<file path="config.mk">
export PLATFORM = sky130hd
export DESIGN_NAME = multichannel_decimator_flat
export DESIGN_NICKNAME = d
export VERILOG_FILES = /design/src/rtl/multichannel_decimator_pkg.sv /design/src/rtl/multichannel_decimator_if.sv /design/src/rtl/multichannel_decimator_channel_acc.sv /design/src/rtl/multichannel_decimator.sv /design/src/flat_wrapper.sv
export SDC_FILE = /design/constraint.sdc
export NUM_CORES = 1
export LEC_CHECK = 0
export ABC_AREA = 1
export BUFFER_PORTS_ARGS = -buffer_cell sky130_fd_sc_hd__buf_2
export CAP_MARGIN = 15
export CORE_AREA = 4 4 125 246
export DETAILED_ROUTE_END_ITERATION = 16
export DIE_AREA = 0 0 129 250
export PLACE_DENSITY = 0.42
export SLEW_MARGIN = 20
export SYNTH_ARGS = -nofsm -noshare
export SYNTH_HDL_FRONTEND = slang
export SYNTH_SLANG_ARGS = --single-unit
</file>
<file path="constraint.sdc">
create_clock -name clk -period 2.6 [get_ports clk]
set_input_delay 0.52 -clock clk [delete_from_list [all_inputs] [get_ports clk]]
set_output_delay 0.52 -clock clk [all_outputs]
set_load 0.05 [all_outputs]
</file>
<file path="src/rtl/multichannel_decimator_pkg.sv">
// Shared types and helpers for the multichannel decimator: operating mode encoding,
// default geometry and the accumulator width rule.
package multichannel_decimator_pkg;

    typedef enum logic {
        MODE_PICK = 1'b0,
        MODE_AVG  = 1'b1
    } mode_e;

    localparam int DEF_DATA_WIDTH   = 12;
    localparam int DEF_NUM_CHANNELS = 2;
    localparam int DEF_MAX_LOG2     = 6;

    // A window of 2^max_log2 full-scale samples needs max_log2 extra bits of headroom.
    function automatic int acc_width(input int data_width, input int max_log2);
        return data_width + max_log2;
    endfunction

endpackage

</file>
<file path="src/rtl/multichannel_decimator_if.sv">
// Sample-in / result-out stream bundle between the ADC capture path, the decimator
// and the AXI-Stream packer.
interface multichannel_decimator_if
    import multichannel_decimator_pkg::*;
#(
    parameter int DATA_WIDTH   = DEF_DATA_WIDTH,
    parameter int NUM_CHANNELS = DEF_NUM_CHANNELS
);
    localparam int BUS_W = DATA_WIDTH * NUM_CHANNELS;

    logic             s_valid;
    logic [BUS_W-1:0] s_data;
    logic             m_valid;
    logic             m_ready;
    logic [BUS_W-1:0] m_data;

    // slave: the decimator itself; master: the surrounding capture/packer logic.
    modport slave  (input  s_valid, s_data, m_ready, output m_valid, m_data);
    modport master (output s_valid, s_data, m_ready, input  m_valid, m_data);

endinterface

</file>
<file path="src/rtl/multichannel_decimator_channel_acc.sv">
// One lane of the decimator: boxcar accumulator plus the pick/average result mux.
// The result is combinational so it is ready on the edge that accepts the last sample.
module decim_channel_acc
    import multichannel_decimator_pkg::*;
#(
    parameter  int DATA_WIDTH = DEF_DATA_WIDTH,
    parameter  int MAX_LOG2   = DEF_MAX_LOG2,
    localparam int SHIFT_W    = $clog2(MAX_LOG2 + 1)
) (
    input  logic                         clk,
    input  logic                         reset,
    input  logic                         clear,
    input  logic                         load,
    input  logic                         add,
    input  logic [SHIFT_W-1:0]           shift,
    input  mode_e                        mode,
    input  logic signed [DATA_WIDTH-1:0] sample,
    output logic [DATA_WIDTH-1:0]        result
);
    localparam int ACC_W = acc_width(DATA_WIDTH, MAX_LOG2);

    logic signed [ACC_W-1:0] acc_q;
    logic signed [ACC_W-1:0] sample_ext;
    logic signed [ACC_W-1:0] sum;

    assign sample_ext = {{MAX_LOG2{sample[DATA_WIDTH-1]}}, sample};

    // NOTE: every always_comb output is assigned on every path, so no latch is inferred.
    always_comb begin
        sum    = add ? acc_q + sample_ext : sample_ext;
        // The mean lies inside the input range, so dropping the upper bits is exact.
        result = (mode == MODE_AVG) ? DATA_WIDTH'(sum >>> shift) : sample;
    end

    // NOTE: sequential state uses non-blocking assignments so all registers update together.
    always_ff @(posedge clk or posedge reset) begin
        if (reset) begin
            acc_q <= '0;
        end else if (clear) begin
            acc_q <= '0;
        end else if (load || add) begin
            acc_q <= sum;
        end
    end

endmodule

</file>
<file path="src/rtl/multichannel_decimator.sv">
// Integer-ratio (2^dec_log2) decimator for parallel ADC lanes: shared window counter,
// shadowed configuration, single-entry valid/ready output slot and sticky overrun.
module multichannel_decimator
    import multichannel_decimator_pkg::*;
#(
    parameter  int DATA_WIDTH   = DEF_DATA_WIDTH,
    parameter  int NUM_CHANNELS = DEF_NUM_CHANNELS,
    parameter  int MAX_LOG2     = DEF_MAX_LOG2,
    localparam int LOG2_W       = $clog2(MAX_LOG2 + 1)
) (
    input  logic                          clk,
    input  logic                          reset,
    input  logic                          enable,
    input  logic                          mode,
    input  logic [LOG2_W-1:0]             dec_log2,
    multichannel_decimator_if.slave       bus,
    output logic                          overrun
);
    localparam int BUS_W = DATA_WIDTH * NUM_CHANNELS;
    localparam int CNT_W = (MAX_LOG2 > 0) ? MAX_LOG2 : 1;

    logic [CNT_W-1:0]      count_q;
    logic [CNT_W-1:0]      last_idx;
    mode_e                 mode_q;
    mode_e                 eff_mode;
    logic [LOG2_W-1:0]     log2_q;
    logic [LOG2_W-1:0]     log2_clamped;
    logic [LOG2_W-1:0]     eff_log2;
    logic                  first;
    logic                  accept;
    logic                  done;
    logic [DATA_WIDTH-1:0] result_ch [NUM_CHANNELS];
    logic [BUS_W-1:0]      result;

    // The first sample of a window sees the live configuration; the rest use the shadow copy.
    always_comb begin
        log2_clamped = (dec_log2 > LOG2_W'(MAX_LOG2)) ? LOG2_W'(MAX_LOG2) : dec_log2;
        first        = (count_q == '0);
        eff_mode     = first ? mode_e'(mode) : mode_q;
        eff_log2     = first ? log2_clamped : log2_q;
        last_idx     = CNT_W'((32'd1 << eff_log2) - 32'd1);
        accept       = enable && bus.s_valid;
        done         = accept && (count_q == last_idx);
    end

    always_ff @(posedge clk or posedge reset) begin
        if (reset) begin
            count_q <= '0;
            mode_q  <= MODE_PICK;
            log2_q  <= '0;
        end else if (!enable) begin
            count_q <= '0;
        end else if (accept) begin
            count_q <= (count_q == last_idx) ? '0 : count_q + 1'b1;
            if (first) begin
                mode_q <= eff_mode;
                log2_q <= eff_log2;
            end
        end
    end

    for (genvar k = 0; k < NUM_CHANNELS; k++) begin : g_ch
        decim_channel_acc #(
            .DATA_WIDTH (DATA_WIDTH),
            .MAX_LOG2   (MAX_LOG2)
        ) u_acc (
            .clk    (clk),
            .reset  (reset),
            .clear  (!enable),
            .load   (accept && first),
            .add    (accept && !first),
            .shift  (eff_log2),
            .mode   (eff_mode),
            .sample (bus.s_data[k*DATA_WIDTH +: DATA_WIDTH]),
            .result (result_ch[k])
        );
    end

    always_comb begin
        result = '0;
        for (int k = 0; k < NUM_CHANNELS; k++) begin
            result[k*DATA_WIDTH +: DATA_WIDTH] = result_ch[k];
        end
    end

    // A completed result refills the slot if it is empty or draining this cycle; otherwise it is lost.
    always_ff @(posedge clk or posedge reset) begin
        if (reset) begin
            bus.m_valid <= 1'b0;
            bus.m_data  <= '0;
            overrun     <= 1'b0;
        end else if (done && (!bus.m_valid || bus.m_ready)) begin
            bus.m_valid <= 1'b1;
            bus.m_data  <= result;
        end else if (done) begin
            overrun     <= 1'b1;
        end else if (bus.m_valid && bus.m_ready) begin
            bus.m_valid <= 1'b0;
        end
    end

endmodule

</file>
<file path="src/flat_wrapper.sv">
// flat-port wrapper written by rule: the top's interface ports become plain ports
module multichannel_decimator_flat import multichannel_decimator_pkg::*;
#(
    parameter  int DATA_WIDTH   = DEF_DATA_WIDTH,
    parameter  int NUM_CHANNELS = DEF_NUM_CHANNELS,
    parameter  int MAX_LOG2     = DEF_MAX_LOG2,
    localparam int LOG2_W       = $clog2(MAX_LOG2 + 1)
)
  (clk, reset, enable, mode, dec_log2, overrun, bus_s_valid, bus_s_data, bus_m_ready, bus_m_valid, bus_m_data);
  multichannel_decimator_if #(.DATA_WIDTH(DATA_WIDTH), .NUM_CHANNELS(NUM_CHANNELS)) bus_i ();
  input  logic clk;
  input  logic reset;
  input  logic enable;
  input  logic mode;
  input  logic [LOG2_W-1:0] dec_log2;
  output logic overrun;
  input wire logic [$bits(bus_i.s_valid)-1:0] bus_s_valid;
  input wire logic [$bits(bus_i.s_data)-1:0] bus_s_data;
  input wire logic [$bits(bus_i.m_ready)-1:0] bus_m_ready;
  output wire logic [$bits(bus_i.m_valid)-1:0] bus_m_valid;
  output wire logic [$bits(bus_i.m_data)-1:0] bus_m_data;
  assign bus_i.s_valid = bus_s_valid;
  assign bus_i.s_data = bus_s_data;
  assign bus_i.m_ready = bus_m_ready;
  assign bus_m_valid = bus_i.m_valid;
  assign bus_m_data = bus_i.m_data;
  multichannel_decimator #(.DATA_WIDTH(DATA_WIDTH), .NUM_CHANNELS(NUM_CHANNELS), .MAX_LOG2(MAX_LOG2)) u_core (.clk(clk), .reset(reset), .enable(enable), .mode(mode), .dec_log2(dec_log2), .bus(bus_i), .overrun(overrun));
endmodule
</file>
==> results.ini <==
[critical_path]
cpLargestDelayFamily = simple AND/OR/NAND/NOR gates
critPathLaunchType = flop
cp_max_fo = 6
critPathKind = flop to flop
max_stage_delay_ps = 400
cp_cell_sequence = inv_2, ha_4, nand3_4, buf_12, buf_6, o21ai_4, nand2_4, nand3_2, nand4_1, nor2_4, nand3_4, buf_12, buf_6, a21oi_2, nand2_1, nand2_1
end_kind = flop
cp_num_buf_inv = 5
critPathRequiredTime_ps = 2910
cp.arrival_ps = 2830
cp_slowest_cell = dfrtp_1

[drt]
vias = 8033
via_per_inst = 4.770
drc = 0
drt_pass1_iterations = 5
routed_wl_um = 29080
wl_per_cell_um = 17.27
drt.antenna.violating_nets = 0
drt-initial-drc-count = 406

[floorplanning]
core_um2 = 28850
die_w_um = 129
die_area_um2 = 32250
ios = 59
start_util = 0.2462
die_h_um = 250
std_cell_rows = 88

[sta]
finalHoldViolCount = 0
setup_violations = 0
period_share = 0.9687
tightestPinTransition_ps = 558.5
slew_viol_final = 0
rsz0062_at_grt = true
clock-skew-final_ps = 6.337
fmax_mhz = 397.1
setup_ws_ps = 81.48
fin_crit_ps = 2519
max_slew_margin = 0.6276

[cells_and_area]
diodes = 0
drive_above_1_share = 0.1934
fin_util = 0.3182
syn2layout_area_growth_pct = 29.24
num-nets-final = 1392
most-common-layout-cells = nand2_1 (386), nand3_1 (216), inv_1 (142)
instances_no_fill = 1684
multi_input_area_um2 = 4607
mostFrequentLayoutCell = nand2_1
num-fill-cells = 3275
seq_area_um2 = 1802

[place]
post-place-ws_ps = -98.05
portBuffers = 58
gp_congestion = 0.8745
dpl.cell_count = 1659
detailed_place_hpwl_um = 23010

[power_and_ir_drop]
p_clk_frac = 0.169
pwr-share-comb = 0.655
pwr_density_cell_nw_per_um2 = 982.1
power_switching_mw = 4.501
p_int_mw = 4.514
switching_share = 0.4993
p_total_mw = 9.016
ir_drop_uv = 789.2
p_leak_nw = 5.030
seqPwrFrac = 0.176

[yosys]
yosys_register_bits = 72
synthesis.nets = 1240
synthXorXnorAreaFrac = 0.01850
synth_warnings = 0
synthAdderAreaFrac = 0.06905
synth_top_family_by_area = simple AND/OR/NAND/NOR gates
netlist_area_um2 = 7103
avgSynthCellArea_um2 = 6.076
synth.distinct_cells = 37
yosys.area_share.simple = 0.4377
synth.area.top_cells = dfrtp_1 (25%), nand2_1 (21%), nand3_1 (15%)
syn_inst = 1169
synth_mux_area_frac = 0.001409
synth_compound_area_frac = 0.1104
yosys.area.top_type = dfrtp_1
synth_top_cell_area_share = 0.2537
ys_seq_area_frac = 0.2537

[global_routing]
grt_pass1_vias = 8118
grt_pass1_wl_um = 45070
antenna_found_initial = 0
grt_max_degree = 39
grt_usage = 0.1828
overflow = 0

[clock_network]
htree_num_levels = 3
cts_tree = built
cts.sink_count = 72
clkTransAtPathRegs_ps = 60
clock_tree.root_cell = clkbuf_16
cts_buffer_depth = 2
clk_latency_ps = 370
cts_buffers = 9

[status]
status = completed

[min_path]
hold_class = input pin to asynchronous set/reset pin

[flow_run]
cap_viol_max_count = 0

[power groups by stage]
stage	sequential [mW]	clock, mW	combinational [mW]
floorplan	2.07	0	3.10
detailed placement	1.60	0	5.60
global route	1.61	1.61	6.51
global placement	1.60	0	5.62
finish	1.58	1.53	5.90
CTS	1.59	1.59	5.62
[final timing paths]
check | from | end | slack [ps] | cells after the start
max | u_core.count_q[0]$_DFFE_PP0P_ | u_core.bus.m_data[23]$_DFFE_PP0P_ | 80 | 16
min | reset | u_core.bus.m_data[3]$_DFFE_PP0P_ | 130 | 2
max reg2reg | u_core.count_q[0]$_DFFE_PP0P_ | u_core.bus.m_data[23]$_DFFE_PP0P_ | 80 | 16
min reg2reg | u_core.overrun$_DFFE_PP0P_ | u_core.overrun$_DFFE_PP0P_ | 470 | 1
max in group asynchronous | reset | u_core.g_ch[0].u_acc.acc_q[17]$_DFFE_PP0P_ | 1830 | 3
min in group clk | u_core.overrun$_DFFE_PP0P_ | u_core.overrun$_DFFE_PP0P_ | 470 | 1
[cells in the mapped netlist]
| master | instances |
|---|---|
| nor2_4 | 1 |
| nor2_1 | 74 |
| inv_2 | 2 |
| o21ai_1 | 6 |
| inv_1 | 146 |
| nor3_1 | 4 |
| buf_2 | 14 |
| nand2_1 | 393 |
| xor2_1 | 6 |
| mux2i_1 | 1 |
| dfrtp_1 | 72 |
| nor2_2 | 1 |
| or2_2 | 4 |
| nand2_4 | 1 |
| buf_6 | 4 |
| a31o_2 | 15 |
| buf_1 | 3 |
| a21boi_1 | 6 |
| a21boi_0 | 3 |
| a21oi_2 | 4 |
| and2_1 | 4 |
| xnor2_1 | 9 |
| clkbuf_1 | 23 |
| nand4_1 | 13 |
| a21oi_1 | 54 |
| o21bai_1 | 3 |
| o21ai_4 | 3 |
| o211ai_1 | 1 |
| o21ai_0 | 28 |
| nand3_1 | 217 |
| nand3_2 | 2 |
| nand3_4 | 1 |
| ha_1 | 36 |
| o22ai_1 | 5 |
| fa_1 | 2 |
| buf_4 | 1 |
| nand3b_1 | 7 |
[worst register-to-register path, cell delays in order (launching register included)]
cell and delay (ps):
dfrtp_1 400, inv_2 90, ha_4 150, nand3_4 120
buf_12 170, buf_6 120, o21ai_4 220, nand2_4 110
nand3_2 90, nand4_1 160, nor2_4 150, nand3_4 160
buf_12 200, buf_6 120, a21oi_2 80, nand2_1 60
nand2_1 60
[layer usage]
metal / vias up / share of wire / track usage / routed length [um]
met1: 3724 / 0.39 / 0.2013 / 11220
li1: 4106 / - / - / -
met2: 157 / 0.54 / 0.3360 / 15830
met5: - / 0 / 0 / 0
met3: 46 / 0.027 / 0.02442 / 786
met4: 0 / 0.043 / 0.08741 / 1243
[cell families (layout without fill, tap and decap cells)]
logic type,Yosys count,count (layout)
muxes,1,1
DFF,72,72
and+or+nand+nor,722,722
xor gates and xnor gates,15,15
buffers and inverters,193,348
AOI/OAI and AO/OA,128,128
adders and majority gates,38,38
[repair_timing]
item                       CTS  global route
gates resized for setup      2            31
setup buffers                0             9
gates cloned                 0             3
pin swaps                    0            14
hold buffers                 0             0
setup endpoints to repair    3            25
[through the flow]
stage	instance area, um2	TNS (ps)	hold slack [ps]
2_1_floorplan	7103	0	444.6
3_3_place_gp	8597	-775.8	455.8
3_5_place_dp	8597	-970.3	456.8
4_1_cts	8940	0	125.8
5_1_grt	9180	-69.27	152.6
6_report	9180	0	129.4
[final cells by class]
type                            instances  area share
Sequential cell                        72      0.1963
Timing Repair Buffer                  186      0.1548
Tap cell                              360     0.04907
Inverter                              148     0.06065
Multi-Input combinational cell        904      0.5018
Clock buffer                           11     0.02753
Clock inverter                          3    0.009813
[state kept, by name (all words and copies together), names as in the netlist]
register	count
u_core.overrun	1
u_core.count_q	6
u_core.bus.m_data	24
u_core.g_ch.u_acc.acc_q	36
u_core.mode_q	1
u_core.log2_q	3
u_core.bus.m_valid	1
Note: power is estimated with default switching activity, not from simulation.
